<file path="src/rtl/pe_pkg.sv">
// Shared types and helpers for the pe_dot_engine dot-product processing element.
package pe_pkg;

  typedef enum logic [1:0] {IDLE, RUN, HOLD} state_e;

  localparam int unsigned DEPTH_DEF = 16;
  localparam int unsigned IDX_W     = $clog2(DEPTH_DEF);
  localparam int unsigned ACC_MAX_W = 128;

  // Clamp value for an acc_w-bit accumulator; neg selects the signed minimum.
  function automatic logic [ACC_MAX_W-1:0] sat_limit(input int unsigned acc_w,
                                                     input bit          is_signed,
                                                     input bit          neg);
    logic [ACC_MAX_W-1:0] mask;
    mask = (ACC_MAX_W'(1) << acc_w) - ACC_MAX_W'(1);
    if (!is_signed) begin
      return mask;
    end
    return neg ? (mask ^ (mask >> 1)) : (mask >> 1);
  endfunction

endpackage

</file>
<file path="src/rtl/pe_dot_engine_if.sv">
// Load, start and result handshake bundle between the array controller and one lane.
interface pe_dot_engine_if #(
  parameter int unsigned DATA_W = 32,
  parameter int unsigned ACC_W  = 64,
  parameter int unsigned DEPTH  = 16
);
  localparam int unsigned LEN_W = $clog2(DEPTH) + 1;

  logic              LOAD_VALID;
  logic              LOAD_READY;
  logic              LOAD_SEL;
  logic              LOAD_CLR;
  logic [DATA_W-1:0] LOAD_DATA;
  logic [LEN_W-1:0]  LEN;
  logic              ACCUM;
  logic              START;
  logic              BUSY;
  logic              ERR;
  logic              OUT_VALID;
  logic              OUT_READY;
  logic [ACC_W-1:0]  OUT_DATA;
  logic              OVF;

  modport master (
    output LOAD_VALID, LOAD_SEL, LOAD_CLR, LOAD_DATA, LEN, ACCUM, START, OUT_READY,
    input  LOAD_READY, BUSY, ERR, OUT_VALID, OUT_DATA, OVF
  );

  modport slave (
    input  LOAD_VALID, LOAD_SEL, LOAD_CLR, LOAD_DATA, LEN, ACCUM, START, OUT_READY,
    output LOAD_READY, BUSY, ERR, OUT_VALID, OUT_DATA, OVF
  );

endinterface

</file>
<file path="src/rtl/pe_vec_rf.sv">
// One operand vector: DEPTH x DATA_W storage with a wrapping write pointer and
// a combinational read port. Storage is deliberately not reset.
module pe_vec_rf #(
  parameter int unsigned DATA_W = 32,
  parameter int unsigned DEPTH  = 16
) (
  input  logic                     CLK,
  input  logic                     RST,
  input  logic                     WE,
  input  logic                     CLR,
  input  logic [DATA_W-1:0]        WDATA,
  input  logic [$clog2(DEPTH)-1:0] RADDR,
  output logic [DATA_W-1:0]        RDATA
);
  localparam int unsigned PTR_W = $clog2(DEPTH);

  logic [DATA_W-1:0] mem_q [DEPTH];
  logic [PTR_W-1:0]  wp_q;

  always_ff @(posedge CLK or posedge RST) begin
    if (RST) begin
      wp_q <= '0;
    end else if (CLR) begin
      wp_q <= '0;
    end else if (WE) begin
      wp_q <= wp_q + PTR_W'(1);
    end
  end

  always_ff @(posedge CLK) begin
    if (WE && !CLR) begin
      mem_q[wp_q] <= WDATA;
    end
  end

  assign RDATA = mem_q[RADDR];

endmodule

</file>
<file path="src/rtl/pe_dot_engine.sv">
// Dot-product processing element: two operand vectors, a run-length-selected MAC
// loop into a wide accumulator, with optional signed and saturating arithmetic.
module pe_dot_engine
  import pe_pkg::*;
#(
  parameter int unsigned DATA_W = 32,
  parameter int unsigned ACC_W  = 64,
  parameter int unsigned DEPTH  = 16,
  parameter bit          SIGNED = 1'b0,
  parameter bit          SAT    = 1'b0
) (
  input logic           CLK,
  input logic           RST,
  pe_dot_engine_if.slave bus
);
  localparam int unsigned PTR_W  = $clog2(DEPTH);
  localparam int unsigned LEN_W  = PTR_W + 1;
  localparam int unsigned PROD_W = 2 * DATA_W;

  localparam logic [ACC_MAX_W-1:0] SAT_HI_FULL = sat_limit(ACC_W, SIGNED, 1'b0);
  localparam logic [ACC_MAX_W-1:0] SAT_LO_FULL = sat_limit(ACC_W, SIGNED, 1'b1);
  localparam logic [ACC_W-1:0]     SAT_HI      = SAT_HI_FULL[ACC_W-1:0];
  localparam logic [ACC_W-1:0]     SAT_LO      = SAT_LO_FULL[ACC_W-1:0];

  state_e            state_q, state_d;
  logic [PTR_W-1:0]  pc_q;
  logic [LEN_W-1:0]  len_q;
  logic [ACC_W-1:0]  acc_q;
  logic              ovf_q;
  logic              sat_q;
  logic              err_q;

  logic              len_ok;
  logic              last;
  logic              start_go;
  logic              start_bad;
  logic              step;
  logic              load_go;
  logic              clr;
  logic              we_a;
  logic              we_b;
  logic [DATA_W-1:0] a_rd;
  logic [DATA_W-1:0] b_rd;
  logic [PROD_W-1:0] prod;
  logic [ACC_W-1:0]  prod_x;
  logic [ACC_W:0]    sum_w;
  logic [ACC_W-1:0]  sum;
  logic [ACC_W-1:0]  lim;
  logic              ovf_now;

  assign len_ok = (bus.LEN != '0) && (bus.LEN <= LEN_W'(DEPTH));
  assign last   = ({1'b0, pc_q} == (len_q - LEN_W'(1)));

  always_comb begin
    state_d   = state_q;
    start_go  = 1'b0;
    start_bad = 1'b0;
    step      = 1'b0;
    unique case (state_q)
      IDLE: begin
        if (bus.START) begin
          if (len_ok) begin
            start_go = 1'b1;
            state_d  = RUN;
          end else begin
            start_bad = 1'b1;
          end
        end
      end
      RUN: begin
        step = 1'b1;
        if (last) begin
          state_d = HOLD;
        end
      end
      HOLD: begin
        if (bus.OUT_READY) begin
          state_d = IDLE;
        end
      end
      default: state_d = IDLE;
    endcase
  end

  // An accepted START takes the same edge as any offered load, so the load loses.
  assign clr     = (state_q == IDLE) && bus.LOAD_CLR && !start_go;
  assign load_go = (state_q == IDLE) && bus.LOAD_VALID && !bus.LOAD_CLR && !start_go;
  assign we_a    = load_go && bus.LOAD_SEL;
  assign we_b    = load_go && !bus.LOAD_SEL;

  pe_vec_rf #(
    .DATA_W (DATA_W),
    .DEPTH  (DEPTH)
  ) u_rf_a (
    .CLK   (CLK),
    .RST   (RST),
    .WE    (we_a),
    .CLR   (clr),
    .WDATA (bus.LOAD_DATA),
    .RADDR (pc_q),
    .RDATA (a_rd)
  );

  pe_vec_rf #(
    .DATA_W (DATA_W),
    .DEPTH  (DEPTH)
  ) u_rf_b (
    .CLK   (CLK),
    .RST   (RST),
    .WE    (we_b),
    .CLR   (clr),
    .WDATA (bus.LOAD_DATA),
    .RADDR (pc_q),
    .RDATA (b_rd)
  );

  always_comb begin
    prod   = '0;
    prod_x = '0;
    if (SIGNED) begin
      prod   = $signed({{DATA_W{a_rd[DATA_W-1]}}, a_rd}) *
               $signed({{DATA_W{b_rd[DATA_W-1]}}, b_rd});
      prod_x = ACC_W'($signed(prod));
    end else begin
      prod   = {{DATA_W{1'b0}}, a_rd} * {{DATA_W{1'b0}}, b_rd};
      prod_x = ACC_W'(prod);
    end
  end

  always_comb begin
    sum_w = {1'b0, acc_q} + {1'b0, prod_x};
    sum   = sum_w[ACC_W-1:0];
    if (SIGNED) begin
      ovf_now = (acc_q[ACC_W-1] == prod_x[ACC_W-1]) && (sum[ACC_W-1] != acc_q[ACC_W-1]);
    end else begin
      ovf_now = sum_w[ACC_W];
    end
    // Signed overflow only happens with matching operand signs, so acc's sign picks the rail.
    lim = (SIGNED && acc_q[ACC_W-1]) ? SAT_LO : SAT_HI;
  end

  always_ff @(posedge CLK or posedge RST) begin
    if (RST) begin
      state_q <= IDLE;
      pc_q    <= '0;
      len_q   <= '0;
      acc_q   <= '0;
      ovf_q   <= 1'b0;
      sat_q   <= 1'b0;
      err_q   <= 1'b0;
    end else begin
      state_q <= state_d;
      err_q   <= start_bad;
      if (start_go) begin
        len_q <= bus.LEN;
        pc_q  <= '0;
        sat_q <= 1'b0;
        if (!bus.ACCUM) begin
          acc_q <= '0;
          ovf_q <= 1'b0;
        end
      end else if (step) begin
        pc_q <= pc_q + PTR_W'(1);
        // Once clamped, the accumulator is frozen until the next START.
        if (!sat_q) begin
          if (ovf_now) begin
            ovf_q <= 1'b1;
            if (SAT) begin
              acc_q <= lim;
              sat_q <= 1'b1;
            end else begin
              acc_q <= sum;
            end
          end else begin
            acc_q <= sum;
          end
        end
      end
    end
  end

  assign bus.LOAD_READY = (state_q == IDLE);
  assign bus.BUSY       = (state_q != IDLE);
  assign bus.ERR        = err_q;
  assign bus.OUT_VALID  = (state_q == HOLD);
  assign bus.OUT_DATA   = acc_q;
  assign bus.OVF        = ovf_q;

endmodule

</file>
<file path="src/flat_wrapper.sv">
// flat-port wrapper written by rule: the top's interface ports become plain ports
module pe_dot_engine_flat import pe_pkg::*;
#(
  parameter int unsigned DATA_W = 32,
  parameter int unsigned ACC_W  = 64,
  parameter int unsigned DEPTH  = 16,
  parameter bit          SIGNED = 1'b0,
  parameter bit          SAT    = 1'b0
)
  (CLK, RST, bus_LOAD_VALID, bus_LOAD_SEL, bus_LOAD_CLR, bus_LOAD_DATA, bus_LEN, bus_ACCUM, bus_START, bus_OUT_READY, bus_LOAD_READY, bus_BUSY, bus_ERR, bus_OUT_VALID, bus_OUT_DATA, bus_OVF);
  pe_dot_engine_if #(.DATA_W(DATA_W), .ACC_W(ACC_W), .DEPTH(DEPTH)) bus_i ();
  input logic CLK;
  input logic RST;
  input wire logic [$bits(bus_i.LOAD_VALID)-1:0] bus_LOAD_VALID;
  input wire logic [$bits(bus_i.LOAD_SEL)-1:0] bus_LOAD_SEL;
  input wire logic [$bits(bus_i.LOAD_CLR)-1:0] bus_LOAD_CLR;
  input wire logic [$bits(bus_i.LOAD_DATA)-1:0] bus_LOAD_DATA;
  input wire logic [$bits(bus_i.LEN)-1:0] bus_LEN;
  input wire logic [$bits(bus_i.ACCUM)-1:0] bus_ACCUM;
  input wire logic [$bits(bus_i.START)-1:0] bus_START;
  input wire logic [$bits(bus_i.OUT_READY)-1:0] bus_OUT_READY;
  output wire logic [$bits(bus_i.LOAD_READY)-1:0] bus_LOAD_READY;
  output wire logic [$bits(bus_i.BUSY)-1:0] bus_BUSY;
  output wire logic [$bits(bus_i.ERR)-1:0] bus_ERR;
  output wire logic [$bits(bus_i.OUT_VALID)-1:0] bus_OUT_VALID;
  output wire logic [$bits(bus_i.OUT_DATA)-1:0] bus_OUT_DATA;
  output wire logic [$bits(bus_i.OVF)-1:0] bus_OVF;
  assign bus_i.LOAD_VALID = bus_LOAD_VALID;
  assign bus_i.LOAD_SEL = bus_LOAD_SEL;
  assign bus_i.LOAD_CLR = bus_LOAD_CLR;
  assign bus_i.LOAD_DATA = bus_LOAD_DATA;
  assign bus_i.LEN = bus_LEN;
  assign bus_i.ACCUM = bus_ACCUM;
  assign bus_i.START = bus_START;
  assign bus_i.OUT_READY = bus_OUT_READY;
  assign bus_LOAD_READY = bus_i.LOAD_READY;
  assign bus_BUSY = bus_i.BUSY;
  assign bus_ERR = bus_i.ERR;
  assign bus_OUT_VALID = bus_i.OUT_VALID;
  assign bus_OUT_DATA = bus_i.OUT_DATA;
  assign bus_OVF = bus_i.OVF;
  pe_dot_engine #(.DATA_W(DATA_W), .ACC_W(ACC_W), .DEPTH(DEPTH), .SIGNED(SIGNED), .SAT(SAT)) u_core (.CLK(CLK), .RST(RST), .bus(bus_i));
endmodule
</file>
<file path="config.mk">
export PLATFORM = sky130hd
export DESIGN_NAME = pe_dot_engine_flat
export DESIGN_NICKNAME = d
export VERILOG_FILES = /design/src/rtl/pe_pkg.sv /design/src/rtl/pe_dot_engine_if.sv /design/src/rtl/pe_vec_rf.sv /design/src/rtl/pe_dot_engine.sv /design/src/flat_wrapper.sv
export SDC_FILE = /design/constraint.sdc
export NUM_CORES = 2
export LEC_CHECK = 0
export ABC_AREA = 1
export ABC_CLOCK_PERIOD_IN_PS = 11300
export BUFFER_PORTS_ARGS = -buffer_cell sky130_fd_sc_hd__buf_2
export CORE_ASPECT_RATIO = 0.9
export CORE_UTILIZATION = 44
export CTS_BUF_LIST = sky130_fd_sc_hd__clkbuf_8
export CTS_CLUSTER_SIZE = 20
export DETAILED_ROUTE_END_ITERATION = 10
export MAX_ROUTING_LAYER = met4
export PLACE_DENSITY = 0.63
export SKIP_CTS_REPAIR_TIMING = 1
export SYNTH_ARGS = -nofsm -noshare
export SYNTH_HDL_FRONTEND = slang
export SYNTH_HIERARCHICAL = 1
export SYNTH_SLANG_ARGS = --single-unit
</file>
<file path="constraint.sdc">
create_clock -name CLK -period 11.3 [get_ports CLK]
set_input_delay 0 -clock CLK [delete_from_list [all_inputs] [get_ports CLK]]
set_output_delay 0 -clock CLK [all_outputs]
set_load 0.1 [all_outputs]
</file>
; Yosys cells after proc, flatten, opt, wreduce, memory -nomap -nowiden
; Memories as Yosys holds them, arrays and structs flattened.
; Index checks and enable logic that the tools add are counted.
[classes]
n_addsub = 5
mul = 1
div = 0
order_cmp = 1
eq_ne = 8
shifts = 0
n_mux = 29
bitwise_logic = 0
reduce_logical = 24
[op_table]
columns = op, n
row1 = 64-bit 2-to-1 mux, 3
row2 = 64-bit by 64-bit adder with 65-bit output, 1
row3 = 32-bit by 32-bit multiplier with 64-bit output, 1
row4 = 4-bit 2-to-1 mux, 6
row5 = 1-bit 2-to-1 mux, 15
row6 = 4-bit by 1-bit adder with 4-bit output (second input constant), 3
row7 = 1-bit logical AND, 10
row8 = 2-bit nonzero test, 5
row9 = 2-bit 2-to-1 mux, 4
row10 = 2-bit inequality test (second input constant), 3
row11 = 2-bit one-hot mux with 3 select lines, 1
row12 = 4-bit by 5-bit == test with 1-bit output, 1
row13 = 5-bit <= comparator (second input constant), 1
row14 = 5-bit nonzero test, 1
row15 = 5-bit by 1-bit subtractor with 5-bit output (second input constant), 1
row16 = 1-bit zero test, 4
row17 = 2-bit by 1-bit inequality test with 1-bit output (second input constant), 2
row18 = 4-bit AND reduction, 1
row19 = 3-bit AND reduction, 1
row20 = 2-bit by 1-bit == test with 1-bit output (second input constant), 1
row21 = 2-bit == test (second input constant), 1
row22 = 2-bit zero test, 1
row23 = 2-bit AND reduction, 1
[word_totals]
register_bits = 85
latch_bits = 0
mem_bits_rw = 1024
mem_bits_ro = 0
inputBits = 45
output_inout_bits = 69
wordCells = 78
memories = 2
[mem_list]
columns = name, depth, width, rd, rd_ports_with_merged_regs, wr, line
row1 = u_core.u_rf_a.mem_q, 16, 32, 1, 0, 1, pe_vec_rf.sv:17  ; logic [DATA_W-1:0] mem_q [DEPTH];
row2 = u_core.u_rf_b.mem_q, 16, 32, 1, 0, 1, pe_vec_rf.sv:17

; Logic depth before layout (Yosys ltp)
[logic_depth]
word_depth = 11
ltp_mapped = 43

; Modules after synthesis
; Netlist, hierarchy kept.
[modules_own_cells]
columns = mod, n_inst, cells_each, area_each_um2, seq_area_each_um2
row1 = pe_dot_engine, 1, 5287, 40029.6, 1926.8
row2 = pe_vec_rf at u_core.u_rf_a, 1, 2113, 22331.4, 15474.8
row3 = pe_vec_rf at u_core.u_rf_b, 1, 2113, 22318.9, 15474.8

; Least setup slack after synthesis
; No wires, ideal clock.
[synth_path]
path_type = reg2reg
startpoint = register u_core.pc_q[0]
endpoint = register u_core.acc_q[31] (netlist: u_core/bus.OUT_DATA[31])
setup_ps = 130
arrival_ps = 7225
setup_slack_ps = 3945
path_stages_with_launch = 38
synth_period_minus_slack_ps = 7355
path_cell_list = dfrtp_1 > buf_6 > inv_6 > buf_12 > buf_6 > nand2_1 > nand2_1 > nand2_1 > nand3_1 > nand3_1 > nand2_1 > clkbuf_1 > nand2_1 > fa_1 > fa_1 > inv_1 > fa_1 > inv_1 > [... 2 more ...] > fa_1 > inv_1 > fa_1 > inv_1 > fa_1 > inv_1 > fa_1 > inv_1 > ha_1 > a21oi_1 > o21ai_0 > nand2_1 > nand2_1 > a21oi_1 > nand2_1 > or2_2 > nand3_1 > o21ai_0
[synth_via]
elab_chain_len = 5
elab_cells_between_ends = 6
[synth_lines]
columns = element, line
row1 = start: declaration, pe_dot_engine.sv:26  ; logic [PTR_W-1:0] pc_q;
row2 = start signal: assignment, pe_dot_engine.sv:163  ; pc_q <= pc_q + PTR_W'(1);
row3 = memory read 16 x 32 bit, n/a
row4 = named net u_core.a_rd[18], pe_dot_engine.sv:42  ; logic [DATA_W-1:0] a_rd;
row5 = 32-bit by 32-bit multiplier with 64-bit output, pe_dot_engine.sv:125  ; prod = {{DATA_W{1'b0}}, a_rd} * {{DATA_W{1'b0}}, b_rd};
row6 = 64-bit by 64-bit adder with 65-bit output, pe_dot_engine.sv:131  ; sum_w = {1'b0, acc_q} + {1'b0, prod_x};
row7 = 64-bit 2-to-1 mux, pe_dot_engine.sv:162  ; end else if (step) begin
row8 = 64-bit 2-to-1 mux, pe_dot_engine.sv:154  ; if (start_go) begin
row9 = end signal: assignment, pe_dot_engine.sv:169  ; acc_q <= lim;
row10 = end signal: assignment, pe_dot_engine.sv:172  ; acc_q <= sum;
row11 = end signal: assignment, pe_dot_engine.sv:175  ; acc_q <= sum;
row12 = end: declaration, pe_dot_engine.sv:28  ; logic [ACC_W-1:0] acc_q;
; The timed path passes the listed nets, and every way through them passes these cells. The select of a mux whose other input is x is not followed.
; A chain may end at the register's enable or synchronous reset.

; Worst setup path in the final report
[layout_path]
startpoint = register u_core.pc_q[2]
endpoint = register u_core.acc_q[26] (netlist: u_core/bus.OUT_DATA[26])
[layout_via]
elab_chain_len = 5
elab_cells_between_ends = 6
[layout_lines]
columns = element, line
row1 = memory read 16 x 32 bit, n/a
row2 = named net u_core.b_rd[7], pe_dot_engine.sv:43  ; logic [DATA_W-1:0] b_rd;
row3 = 32-bit by 32-bit multiplier with 64-bit output, pe_dot_engine.sv:125
row4 = 64-bit by 64-bit adder with 65-bit output, pe_dot_engine.sv:131
row5 = 64-bit 2-to-1 mux, pe_dot_engine.sv:162
row6 = 64-bit 2-to-1 mux, pe_dot_engine.sv:154
; The timed path passes the listed nets, and every way through them passes these cells. The select of a mux whose other input is x is not followed.

==> run metrics <==
status=finished clean; total CTS buffers=around 180; R2R Path End=u_core/bus.OUT_DATA[26]; grt ovf=0; DRT Wirelength=241 mm; Min-Delay Endpoint=u_core/u_rf_b/wp_q[0]; vias in the first global route=approximately 63000; Setup WS post-layout=~1.2 ns; Worst Hold Launch=bus_LOAD_VALID; Hold Path Class=in2reg; Hold Fails Final Rpt=0; Mapped Area=0.0847 mm2; Max transition margin=10.2%; yosys warns=6; Crit path max-delay family=adder cells; area of the multi-input gates=approximately 0.04 mm2; Avg Inst Size Synth=a little under 9 um2; Startpoint Class=flop; post-route minimum period=a little over 10 ns; I/O Buffers=roughly 110; syn_nets=roughly 11000; initial antenna violation count=7; DR vias/cell=between 5 and 6; DIE AREA=0.194 mm2; CP max-delay cell=inv_2; Clock Latency Late Sink=0.96 ns; Layout area overhead=8.12%; Setup TNS Final=0 ns; DR WL/cell=about 20 um; maxcap violations=0; die width=between 400 and 500 um; Worst Path Arrival=roughly 11 ns; DRT iter0 DRCs=approximately 6000; filler cell count=roughly 18000; Pre-antenna DRT Iters=9; Critical Path Max Stage Delay=between 0.9 and 1 ns; R2R setup slack=about 1.2 ns; WS Path Type=reg2reg; Core ar.=roughly 0.19 mm2; RSZ-0062 raised after global routing=no; FF/Latch Area=roughly 0.033 mm2; # rows=approximately 150; Slew Viols, Final=0; worst slack at placement=around 1.3 ns; nets=about 11000; WP buf/inv=8; largest net degree at the start of global routing=144; drt drc=0; Initial Util=~44%; clk root buf=clkbuf_8; fin crit share=roughly 90%; Clock Path Buffers=3; Worst-Margin Slew=between 1 and 1.5 ns; Crit path depth=30; sequential share of the synthesized area=38.8%; Clock Pin Slew Worst Setup and Hold Paths=0.06 ns; Die Ht=roughly 420 um; Hold Path Stages=7; Min Hold Slack=0.0517 ns; CP required=between 10 and 15 ns; DR vias=61700; GP Congestion=0.964; Detailed Place HPWL=166 mm; most frequent CP cell=fa_1; Ports=114; ANT nets after route=0; Worst Reg-to-Reg Cells=30; final setup fails=0; Crit. End Element=flop; total global-route track usage=26.1%; layout cell share with drive strength beyond 1=roughly 5.5%; Worst Skew=0.101 ns; CTS tree=done; cell count after synthesis=between 9000 and 10000; synthesized flop and latch total=1109; synth unique cells=44; global-route wire length before repair=roughly 370 mm; upper clock frequency limit=a little under 100 MHz; H-Tree Depth=4; Clock Sinks=roughly 1100; reg-to-reg critical path startpoint=u_core/pc_q[2]; CP Max Fanout=41
-- flip-flops by register name, indices dropped and copies added (netlist names) --
register	flops
u_core/bus.ERR	1
u_core/bus.OUT_DATA	64
u_core/bus.OVF	1
u_core/len_q	5
u_core/pc_q	4
u_core/state_q	2
u_core/u_rf_a/mem_q	512
u_core/u_rf_a/wp_q	4
u_core/u_rf_b/mem_q	512
u_core/u_rf_b/wp_q	4
-- area by class of cell --
class,count,share of cell area [%]
Clock inverter,134,0.790
Sequential cell,1109,35.9
Inverter,2624,10.8
Antenna cell,8,0.0219
Timing Repair Buffer,309,2.54
Clock buffer,188,2.83
Tap cell,2541,3.47
Multi-Input combinational cell,5365,43.6
-- cells by family (layout without fill, tap and decap cells) --
| family | after synthesis | in the layout | synth area share, % |
|---|---|---|---|
| AND/OR/NAND/NOR | 3901 | 3901 | 18.7 |
| AO/OA/AOI/OAI | 223 | 223 | 1.42 |
| XOR/XNOR | 22 | 22 | 0.228 |
| flip-flops | 1109 | 1109 | 38.8 |
| adder cells (fa/ha/maj) | 1219 | 1219 | 26.5 |
| other | 0 | 8 | 0 |
| buffers and inverters | 3039 | 3255 | 14.3 |
-- metrics by stage --
stage	area, um2	std cells	util [%]
6_report	91600	12300	47.9
5_1_grt	91600	12300	47.9
3_3_place_gp	87700	11900	45.9
2_1_floorplan	84700	9513	-
3_5_place_dp	87700	11900	45.9
4_1_cts	91000	12200	47.7
-- worst min-delay path: cells and delay by family --
family / cells / cell delay [ns]
AOI/OAI and AO/OA: 1 / 0.07
and+or+nand+nor: 4 / 0.70
buffers and inverters: 2 / 0.16
-- layer usage --
metal	vias to the layer above	track usage [%]	wire length [um]
met3	431	3.27	18600
met2	2584	40.5	111000
li1	28300	-	-
met5	-	-	0
met1	30300	35.1	102000
met4	0	9.65	9400
-- placed cells by master, fill, tap and decap left out, types with 15 or more instances in the layout --
master / netlist / final
nand2_1: 2818 / 2812
inv_1: 2617 / 2675
edfxtp_1: 1024 / 1024
fa_1: 961 / 961
nand3_1: 851 / 851
ha_1: 258 / 258
clkbuf_8: 0 / 188
nor2_1: 180 / 148
buf_4: 23 / 130
buf_2: 80 / 113
a21oi_1: 99 / 99
o21ai_0: 81 / 81
dfrtp_1: 85 / 81
dlygate4sd3_1: 0 / 54
clkinv_1: 2 / 43
nor2_4: 0 / 32
clkinv_2: 0 / 17
o21bai_1: 17 / 17
nor3_1: 15 / 15
-- cells in the mapped netlist --
cell	count	share of area, %
a21o_1	1	0.0089
a21oi_1	99	0.59
a21oi_2	1	0.010
a22o_1	2	0.021
and2_1	1	0.0074
buf_1	34	0.15
buf_12	2	0.047
buf_2	80	0.47
buf_4	23	0.20
buf_6	60	0.80
buf_8	1	0.018
clkbuf_1	215	0.95
clkinv_1	2	0.0089
dfrtp_1	85	2.5
edfxtp_1	1024	36
fa_1	961	23
ha_1	258	3.8
inv_1	2617	12
inv_2	3	0.013
inv_6	2	0.021
nand2_1	2818	12
nand2_2	2	0.015
nand2b_1	1	0.0074
nand3_1	851	5.0
nand3_2	1	0.012
nand3b_1	9	0.080
nand4_1	11	0.081
nor2_1	180	0.80
nor2_2	1	0.0074
nor3_1	15	0.089
nor3_4	1	0.019
nor4_1	4	0.030
o21a_1	3	0.027
o21ai_0	81	0.48
o21ai_1	4	0.024
o21ai_2	1	0.010
o21bai_1	17	0.15
o22ai_1	13	0.096
o31ai_1	1	0.0089
or2_0	1	0.0074
or2_1	1	0.0074
or2_2	4	0.030
xnor2_1	13	0.13
xor2_1	9	0.093
-- worst max path at each step --
stage                        start                 endpoint  slack (ns)
global placement    u_core/pc_q[2]  u_core/bus.OUT_DATA[26]        1.41
detailed placement  u_core/pc_q[2]  u_core/bus.OUT_DATA[26]        1.33
floorplan           u_core/pc_q[0]  u_core/bus.OUT_DATA[31]        3.95
CTS                 u_core/pc_q[2]  u_core/bus.OUT_DATA[26]        1.33
finish              u_core/pc_q[2]  u_core/bus.OUT_DATA[26]        1.16
global route        u_core/pc_q[0]  u_core/bus.OUT_DATA[26]        0.82
Power is not shown: default switching activity piles up to over one toggle a cycle in this logic, so the estimate is an artifact.
